--- src/rtl/amul_share_ctrl_if.sv ---
// amul_share_ctrl_if
//   Bundles the requester, multiplier and response channels of the shared
//   approximate multiplier controller.
//   Ports (signals):
//     req_valid/req_ready [NREQ]   per-requester handshake
//     req_x/req_y [NREQ][32]       requester operands (lane i = bits 32i+31:32i)
//     mul_x/mul_y [32]             registered operands to the multiplier
//     mul_z [64]                   product from the multiplier
//     rsp_valid/rsp_ready          response handshake
//     rsp_id [clog2(NREQ)]         owner of rsp_z
//     rsp_z [64]                   captured product
//   Modports: slave = controller side, master = requesters/multiplier side.
interface amul_share_ctrl_if #(
    parameter int NREQ = 4
);
    localparam int IDW = $clog2(NREQ);

    logic [NREQ-1:0]       req_valid;
    logic [NREQ-1:0]       req_ready;
    logic [NREQ-1:0][31:0] req_x;
    logic [NREQ-1:0][31:0] req_y;
    logic [31:0]           mul_x;
    logic [31:0]           mul_y;
    logic [63:0]           mul_z;
    logic                  rsp_valid;
    logic                  rsp_ready;
    logic [IDW-1:0]        rsp_id;
    logic [63:0]           rsp_z;

    modport slave (
        input  req_valid, req_x, req_y, mul_z, rsp_ready,
        output req_ready, mul_x, mul_y, rsp_valid, rsp_id, rsp_z
    );

    modport master (
        output req_valid, req_x, req_y, mul_z, rsp_ready,
        input  req_ready, mul_x, mul_y, rsp_valid, rsp_id, rsp_z
    );
endinterface

--- src/rtl/amul_share_ctrl.sv ---
// amul_share_ctrl
//   Shares one combinational approximate 32x32 multiplier among NREQ
//   requesters. Round-robin grant in IDLE, operands latched onto mul_x/mul_y
//   on accept, product captured LAT cycles later and held on the response
//   channel until accepted. One transaction in flight at a time.
//   Ports:
//     clk        rising-edge clock
//     rst        asynchronous active-high reset
//     bus        amul_share_ctrl_if.slave (request / multiplier / response)
//     grant_cnt  [NREQ*16] per-requester accept counters (only with
//                AMUL_SHARE_STATS_EN defined)
//   Build option: `define AMUL_SHARE_STATS_EN adds the grant_cnt output.
module amul_share_ctrl #(
    parameter int NREQ = 4,
    parameter int LAT  = 2
) (
    input  logic                  clk,
    input  logic                  rst,
    amul_share_ctrl_if.slave      bus
`ifdef AMUL_SHARE_STATS_EN
    ,
    output logic [NREQ*16-1:0]    grant_cnt
`endif
);
    localparam int IDW = $clog2(NREQ);
    // Counter holds LAT-1; keep at least one bit for LAT == 1.
    localparam int CW  = (LAT > 1) ? $clog2(LAT) : 1;

    typedef enum logic [1:0] {
        IDLE = 2'd0,
        WAIT = 2'd1,
        RESP = 2'd2
    } state_t;

    state_t          state, state_nxt;
    logic [IDW-1:0]  rr_ptr;
    logic [IDW-1:0]  cur_id;
    logic [CW-1:0]   wait_cnt;
    logic [31:0]     mul_x_q, mul_y_q;
    logic [63:0]     rsp_z_q;
    logic [IDW-1:0]  rsp_id_q;

    logic [IDW-1:0]  grant_id;
    logic            grant_vld;
    logic [NREQ-1:0] req_ready;
    logic            rsp_valid;
    logic            accept;
    logic            rsp_hs;
    logic            wait_done;

    // Round-robin search starting at rr_ptr, wrapping modulo NREQ. The sum is
    // one bit wider than an index so it can be folded back without overflow.
    always_comb begin
        logic [IDW:0] sum;
        grant_vld = 1'b0;
        grant_id  = '0;
        sum       = '0;
        for (int k = 0; k < NREQ; k++) begin
            sum = {1'b0, rr_ptr} + (IDW+1)'(k);
            if (sum >= (IDW+1)'(NREQ))
                sum = sum - (IDW+1)'(NREQ);
            if (!grant_vld && bus.req_valid[sum[IDW-1:0]]) begin
                grant_vld = 1'b1;
                grant_id  = sum[IDW-1:0];
            end
        end
    end

    // State register
    always_ff @(posedge clk or posedge rst) begin
        if (rst) state <= IDLE;
        else     state <= state_nxt;
    end

    assign wait_done = (wait_cnt == '0);

    // Next-state logic
    always_comb begin
        state_nxt = state;
        case (state)
            IDLE:    if (accept)    state_nxt = WAIT;
            WAIT:    if (wait_done) state_nxt = RESP;
            RESP:    if (rsp_hs)    state_nxt = IDLE;
            default: state_nxt = IDLE;
        endcase
    end

    // Output logic. Grant is suppressed while rst is high so nothing can be
    // handshaked during reset.
    always_comb begin
        req_ready = '0;
        rsp_valid = 1'b0;
        case (state)
            IDLE:    if (grant_vld && !rst) req_ready[grant_id] = 1'b1;
            RESP:    rsp_valid = 1'b1;
            default: ;
        endcase
    end

    assign accept = |(bus.req_valid & req_ready);
    assign rsp_hs = rsp_valid & bus.rsp_ready;

    // Operand launch, latency counter, product capture and pointer update.
    always_ff @(posedge clk or posedge rst) begin
        if (rst) begin
            mul_x_q  <= '0;
            mul_y_q  <= '0;
            cur_id   <= '0;
            wait_cnt <= '0;
            rsp_z_q  <= '0;
            rsp_id_q <= '0;
            rr_ptr   <= '0;
        end else begin
            if (accept) begin
                mul_x_q  <= bus.req_x[grant_id];
                mul_y_q  <= bus.req_y[grant_id];
                cur_id   <= grant_id;
                wait_cnt <= CW'(LAT - 1);
            end else if (state == WAIT && !wait_done) begin
                wait_cnt <= wait_cnt - 1'b1;
            end
            if (state == WAIT && wait_done) begin
                rsp_z_q  <= bus.mul_z;
                rsp_id_q <= cur_id;
            end
            if (rsp_hs)
                rr_ptr <= (cur_id == IDW'(NREQ - 1)) ? '0 : cur_id + 1'b1;
        end
    end

    assign bus.req_ready = req_ready;
    assign bus.mul_x     = mul_x_q;
    assign bus.mul_y     = mul_y_q;
    assign bus.rsp_valid = rsp_valid;
    assign bus.rsp_id    = rsp_id_q;
    assign bus.rsp_z     = rsp_z_q;

`ifdef AMUL_SHARE_STATS_EN
    // One wrapping 16-bit accept counter per requester.
    for (genvar i = 0; i < NREQ; i++) begin : g_stats
        logic [15:0] cnt;
        always_ff @(posedge clk or posedge rst) begin
            if (rst)                                 cnt <= '0;
            else if (accept && grant_id == IDW'(i))  cnt <= cnt + 16'd1;
        end
        assign grant_cnt[16*i +: 16] = cnt;
    end
`endif
endmodule

--- src/flat_wrapper.sv ---
// flat-port wrapper written by rule: the top's interface ports become plain ports
module amul_share_ctrl_flat 
#(
    parameter int NREQ = 4,
    parameter int LAT  = 2
)
  (clk, rst, bus_req_valid, bus_req_x, bus_req_y, bus_mul_z, bus_rsp_ready, bus_req_ready, bus_mul_x, bus_mul_y, bus_rsp_valid, bus_rsp_id, bus_rsp_z);
  amul_share_ctrl_if #(.NREQ(NREQ)) bus_i ();
  input  logic clk;
  input  logic rst;
  input wire logic [$bits(bus_i.req_valid)-1:0] bus_req_valid;
  input wire logic [$bits(bus_i.req_x)-1:0] bus_req_x;
  input wire logic [$bits(bus_i.req_y)-1:0] bus_req_y;
  input wire logic [$bits(bus_i.mul_z)-1:0] bus_mul_z;
  input wire logic [$bits(bus_i.rsp_ready)-1:0] bus_rsp_ready;
  output wire logic [$bits(bus_i.req_ready)-1:0] bus_req_ready;
  output wire logic [$bits(bus_i.mul_x)-1:0] bus_mul_x;
  output wire logic [$bits(bus_i.mul_y)-1:0] bus_mul_y;
  output wire logic [$bits(bus_i.rsp_valid)-1:0] bus_rsp_valid;
  output wire logic [$bits(bus_i.rsp_id)-1:0] bus_rsp_id;
  output wire logic [$bits(bus_i.rsp_z)-1:0] bus_rsp_z;
  assign bus_i.req_valid = bus_req_valid;
  assign bus_i.req_x = bus_req_x;
  assign bus_i.req_y = bus_req_y;
  assign bus_i.mul_z = bus_mul_z;
  assign bus_i.rsp_ready = bus_rsp_ready;
  assign bus_req_ready = bus_i.req_ready;
  assign bus_mul_x = bus_i.mul_x;
  assign bus_mul_y = bus_i.mul_y;
  assign bus_rsp_valid = bus_i.rsp_valid;
  assign bus_rsp_id = bus_i.rsp_id;
  assign bus_rsp_z = bus_i.rsp_z;
  amul_share_ctrl #(.NREQ(NREQ), .LAT(LAT)) u_core (.clk(clk), .rst(rst), .bus(bus_i));
endmodule
--- config.mk ---
export PLATFORM = sky130hd
export DESIGN_NAME = amul_share_ctrl_flat
export DESIGN_NICKNAME = d
export VERILOG_FILES = /design/src/rtl/amul_share_ctrl_if.sv /design/src/rtl/amul_share_ctrl.sv /design/src/flat_wrapper.sv
export SDC_FILE = /design/constraint.sdc
export NUM_CORES = 1
export LEC_CHECK = 0
export CAP_MARGIN = 20
export CORE_AREA = 2 2 179 181
export CTS_CLUSTER_DIAMETER = 120
export CTS_CLUSTER_SIZE = 28
export DETAILED_ROUTE_END_ITERATION = 16
export DIE_AREA = 0 0 181 183
export SETUP_SLACK_MARGIN = 0.4
export SKIP_CTS_REPAIR_TIMING = 1
export SYNTH_ARGS = -nofsm -noshare
export SYNTH_HDL_FRONTEND = slang
export SYNTH_SLANG_ARGS = --single-unit
--- constraint.sdc ---
create_clock -name clk -period 4.2 [get_ports clk]
set_input_delay 0.84 -clock clk [delete_from_list [all_inputs] [get_ports clk]]
set_output_delay 0.84 -clock clk [all_outputs]
set_load 0.02 [all_outputs]
Word level (Yosys, flattened, before mapping)
Index checks and enable logic that the tools add are counted.
{"block": "totals", "reg_bits": 137, "input_bits": 327, "output_inout_bits": 135, "elab_cells": 87}
{"block": "classes", "n_addsub": 9, "order_cmp": 10, "n_eq_ne": 6, "n_mux": 36, "bitwise_logic": 3, "reduce_logical": 15}
{"cell": "32-bit binary-select mux with 2-bit select", "count": 2}
{"cell": "32-bit two-way mux", "count": 2}
{"cell": "2-bit two-way mux", "count": 12}
{"cell": "2-bit by 3-bit less-than comparator with 1-bit output, second input constant", "count": 5}
{"cell": "1-bit two-way mux", "count": 12}
{"cell": "3-bit >= comparator, second input constant", "count": 3}
{"cell": "1-bit binary-select mux with 2-bit select", "count": 4}
{"cell": "4-bit two-way mux", "count": 2}
{"cell": "2-bit by 1-bit subtractor with 2-bit output, second input constant", "count": 4}
{"cell": "1-bit logical AND", "count": 7}
{"cell": "2-bit by 2-bit adder with 3-bit output, second input constant", "count": 2}
{"cell": "2-bit case mux with 3 select lines", "count": 1}
{"cell": "4-bit AND", "count": 1}
{"cell": "2-bit equality test, second input constant", "count": 2}
{"cell": "1-bit zero test", "count": 4}
{"cell": "2-bit by 1-bit != test with 1-bit output, second input constant", "count": 2}
{"cell": "4-bit OR reduction", "count": 1}
{"cell": "2-bit by 1-bit adder with 3-bit output, second input constant", "count": 1}
{"cell": "2-bit by 3-bit >= comparator with 1-bit output, second input constant", "count": 1}
{"cell": "3-bit AND reduction", "count": 1}
{"cell": "2-bit by 1-bit adder with 2-bit output, second input constant", "count": 1}
{"cell": "1-bit demux with 2-bit select", "count": 1}
{"cell": "2-bit by 1-bit equality test with 1-bit output, second input constant", "count": 1}
{"cell": "2-bit by 1-bit >= comparator with 1-bit output, second input constant", "count": 1}
{"cell": "6 further kinds", "count": 6}

Logic depth before layout (Yosys ltp)
{"block": "logic_depth", "ltp_word": 24, "mapped_depth": 7, "ltp_nobuf": 4}

Worst setup path after synthesis
No wires, ideal clock.
{"block": "synth_path", "path_kind": "input to output", "start": "input bus_req_valid[2]", "end": "output bus_req_ready[0]", "t_arrival_ns": 2.021, "t_required_ns": 3.360, "slack_ns": 1.339, "stages": 6, "n_path_buf": 3, "path_cell_list": "buf_6 > or3_4 > o21a_4 > buf_6 > buf_6 > and2_1"}
{"block": "synth_between", "elab_chain_len": 18, "word_cells_on_any_way": 30, "cone_classes": "order compare (2); mux (20); reduce/logical (8)"}
{"item": "start: declaration", "line": "flat_wrapper.sv:11", "text": "input wire logic [$bits(bus_i.req_valid)-1:0] bus_req_valid;"}
{"item": "1-bit binary-select mux with 2-bit select", "line": "amul_share_ctrl.sv:62", "text": "if (!grant_vld && bus.req_valid[sum[IDW-1:0]]) begin"}
{"item": "1-bit two-way mux (implied by the code)", "line": "amul_share_ctrl.sv:62"}
{"item": "1-bit two-way mux", "line": "amul_share_ctrl.sv:62"}
{"item": "1-bit zero test", "line": "amul_share_ctrl.sv:62"}
{"item": "1-bit logical AND", "line": "amul_share_ctrl.sv:62"}
{"item": "1-bit two-way mux", "line": "amul_share_ctrl.sv:62"}
{"item": "1-bit zero test", "line": "amul_share_ctrl.sv:62"}
{"item": "1-bit logical AND", "line": "amul_share_ctrl.sv:62"}
{"item": "(+2 left out)"}
{"item": "1-bit logical AND", "line": "amul_share_ctrl.sv:62"}
{"item": "2-bit two-way mux", "line": "amul_share_ctrl.sv:62"}
{"item": "2-bit by 3-bit less-than comparator with 1-bit output (implied by the code) or 2-bit by 1-bit >= comparator with 1-bit output (tied branches)", "line": "amul_share_ctrl.sv:94", "text": "IDLE: if (grant_vld && !rst) req_ready[grant_id] = 1'b1;"}
{"item": "1-bit logical AND (implied by the code)", "line": "amul_share_ctrl.sv:94"}
{"item": "1-bit two-way mux (implied by the code)", "line": "amul_share_ctrl.sv:94"}
{"item": "1-bit demux with 2-bit select"}
{"item": "4-bit two-way mux *", "line": "amul_share_ctrl.sv:94"}
{"item": "4-bit two-way mux *", "line": "amul_share_ctrl.sv:93", "text": "case (state)"}
{"item": "end: declaration", "line": "flat_wrapper.sv:16", "text": "output wire logic [$bits(bus_i.req_ready)-1:0] bus_req_ready;"}
Mark *: on every way between the ends. The rest lies on a longest branch, timed or not. The select of a mux whose other input is x is not followed.

Worst setup path after layout
{"block": "layout_path", "start": "input rst", "end": "output bus_req_ready[0]"}
{"block": "layout_between", "elab_chain_len": 4}
{"item": "start: declaration", "line": "flat_wrapper.sv:10", "text": "input logic rst;"}
{"item": "1-bit zero test (no source line)"}
{"item": "1-bit logical AND", "line": "amul_share_ctrl.sv:94"}
{"item": "4-bit two-way mux", "line": "amul_share_ctrl.sv:94"}
{"item": "4-bit two-way mux", "line": "amul_share_ctrl.sv:93"}
Every way passes these cells.

==> results.json <==
{
  "dieArea_um2": 33100,
  "ios": 462,
  "grt_pass1_vias": 8160,
  "ant_nets": 0,
  "crit_slowest_cell": "clkdlybuf4s50_1",
  "grt_usage": 0.188,
  "cp.required_ns": 3.36,
  "n_antenna_cell": 0,
  "grt_max_degree": 84,
  "cp_common_cell": "clkdlybuf4s50_1",
  "slew_violations": 0,
  "netlist_area_um2": 7240,
  "firstDrtPassIters": 5,
  "critical_path.top_delay_family": "buffers and inverters",
  "crit_buf_inv": 2,
  "routed.top_layer": "met4",
  "period_needed_ns": 3.55,
  "synth_top_area_cell": "dfrtp_1",
  "cp_max_fo": 4,
  "avgSynthCellArea_um2": 10.1,
  "port_buffers": 461,
  "finalSetupViolations": 0,
  "dieHeight_um": 183,
  "cts_buffers": 17,
  "fin_tns_setup_ns": 0,
  "cpPeakStageDelay_ns": 0.72,
  "place.gp.congestion": 0.789,
  "clock-sinks": 137,
  "clkLatencyLatePin_ns": 0.43,
  "clk_pin_slew_ns": 0.06,
  "drc_errors": 0,
  "drt-initial-drc-count": 381,
  "fillers": 3078,
  "syn-num-nets": 1045,
  "path_cells": "clkdlybuf4s50_1 -> nor3_2 -> o21a_4 -> and2_1 -> clkdlybuf4s50_1",
  "layout-drive-gt1-share": 0.115,
  "rsz0062_at_grt": "false",
  "seqCellArea_um2": 3430,
  "syn_inst": 717,
  "end_kind": "primary output",
  "num_vias": 7708,
  "tightest_slew_ns": 0.874,
  "fin_nets": 1465,
  "core_um2": 31200,
  "clock_path_buffers": 2,
  "ys_types": 37,
  "met2_length_um": 15400,
  "overflow": 0,
  "max_freq_mhz": 282,
  "die_w_um": 181,
  "ys_seq_area_frac": 0.474,
  "synth_top_area_frac": 0.474,
  "synth_async_sr_flop_share": 1.00,
  "rows": 65,
  "dp_hpwl_um": 22200,
  "syn_to_final_growth_pct": 76.7,
  "synth-edff-count": 0,
  "status": "finished clean",
  "hp-class": "reg2reg",
  "wl_per_cell_um": 20.5,
  "power-per-cell-area_nw_per_um2": 694,
  "wl_um": 31800,
  "cp-start-kind": "input pin",
  "multi_input_comb_area_um2": 3430,
  "initial_utilization": 0.232,
  "grt_pass1_wl_um": 48300,
  "skew_ns": 0.0148,
  "synth_warnings": 0,
  "synth_area_leaders": "dfrtp_1, mux2_2, a22oi_1",
  "final_core_util": 0.409,
  "met3_length_um": 2710,
  "cts_root_buf": "clkbuf_16",
  "synth-main-ff-cell": "dfrtp_1",
  "m1WireLength_um": 12800,
  "p_leak_nw": 4.99,
  "slew_headroom": 0.418,
  "vias_per_cell": 4.97,
  "drv_cap": 0,
  "cts_max_level": 4,
  "arrival_ns": 2.71,
  "crit_type": "in2out",
  "period_share": 0.845,
  "antenna_found_initial": 0,
  "cts_tree": "done",
  "synth_seq_cells": 137,
  "vdd_drop_max_mv": 0.359,
  "hold_viol_final": 0
}
-- flip-flops by register name (all words and copies together), names as in the netlist --
name,cells
u_core.bus.mul_x,32
u_core.state,2
u_core.cur_id,2
u_core.bus.rsp_id,2
u_core.wait_cnt,1
u_core.bus.mul_y,32
u_core.bus.rsp_z,64
u_core.rr_ptr,2
-- cells in the final DEF (no fill, tap or decap), drive strengths merged, types with 2 or more instances in the layout --
| cell | Yosys | routed |
|---|---|---|
| and2 | 2 | 2 |
| clkdlybuf4s50 | 0 | 458 |
| o211ai | 64 | 64 |
| nand2b | 3 | 3 |
| o21ai | 5 | 5 |
| dfrtp | 137 | 137 |
| a31oi | 65 | 65 |
| o21a | 3 | 3 |
| inv | 5 | 11 |
| nor2 | 70 | 70 |
| clkbuf | 36 | 20 |
| bufinv | 0 | 2 |
| mux2 | 67 | 67 |
| nor2b | 2 | 2 |
| a21oi | 68 | 68 |
| and3 | 64 | 64 |
| nand2 | 5 | 5 |
| a22oi | 64 | 64 |
| clkinvlp | 0 | 3 |
| buf | 44 | 22 |
-- final timing paths --
| check | to | startpoint | slack (ns) | cells past startpoint |
|---|---|---|---|---|
| max | bus_req_ready[0] | rst | 0.65 | 5 |
| min | u_core.bus.rsp_z[49] | u_core.bus.rsp_z[49] | 0.50 | 1 |
| max reg2reg | u_core.bus.mul_x[7] | u_core.rr_ptr[1] | 2.05 | 5 |
| min reg2reg | u_core.bus.rsp_z[49] | u_core.bus.rsp_z[49] | 0.50 | 1 |
| max in group asynchronous | u_core.bus.mul_x[19] | rst | 2.59 | 3 |
| min in group asynchronous | u_core.bus.mul_y[20] | rst | 0.83 | 2 |
-- cells by family (layout without fill, tap and decap cells) --
logic type | count (synthesis) | count (layout) | synth area share
compound gates | 275 | 275 | 0.255
fa+ha+maj | 1 | 1 | 0.00173
buf+inv | 85 | 518 | 0.0581
flops | 137 | 137 | 0.474
mux | 67 | 67 | 0.104
simple gates | 152 | 152 | 0.107
-- cells in the mapped netlist, drive strengths merged (2+ instances only) --
cell type  number
a21oi          68
a22oi          64
a31oi          65
and2            2
and3           64
buf            44
clkbuf         36
dfrtp         137
inv             5
mux2           67
nand2           5
nand2b          3
nor2           70
nor2b           2
o211ai         64
o21a            3
o21ai           5
-- through the flow --
| step | area [um2] | hold WS (ns) | setup WS (ns) | cells | total power, W |
|---|---|---|---|---|---|
| 5_1_grt | 12800 | 0.524 | 0.569 | 1552 | 0.00941 |
| 2_1_floorplan | 7240 | 0.468 | 1.34 | 717 | 0.00504 |
| 6_report | 12800 | 0.503 | 0.651 | 1552 | 0.00888 |
| 3_3_place_gp | 12200 | 0.487 | 0.469 | 1519 | 0.00727 |
| 3_5_place_dp | 12200 | 0.495 | 0.444 | 1520 | 0.00734 |
| 4_1_cts | 12800 | 0.509 | 0.435 | 1552 | 0.00898 |
-- final cells by class --
class | count | share of cell area
timing repair buffer | 481 | 0.376
multi-input combinational | 495 | 0.268
tap | 402 | 0.0393
clock inverter | 12 | 0.0117
sequential | 137 | 0.268
inverter | 5 | 0.00176
clock buffer | 20 | 0.0357
-- power by group --
group          switching, W  internal [W]  total, W
Clock              0.000663      0.000927   0.00159
Combinational       0.00259       0.00230   0.00488
Sequential         0.000394       0.00201   0.00240
Total               0.00364       0.00523   0.00888
-- per-layer routing --
layer / track usage / up-vias
met3: 0.0574 / 45
li1: - / 3556
met1: 0.224 / 3706
met4: 0.0751 / 0
met5: 0 / -
met2: 0.317 / 401
(Power assumes the default switching activity.)
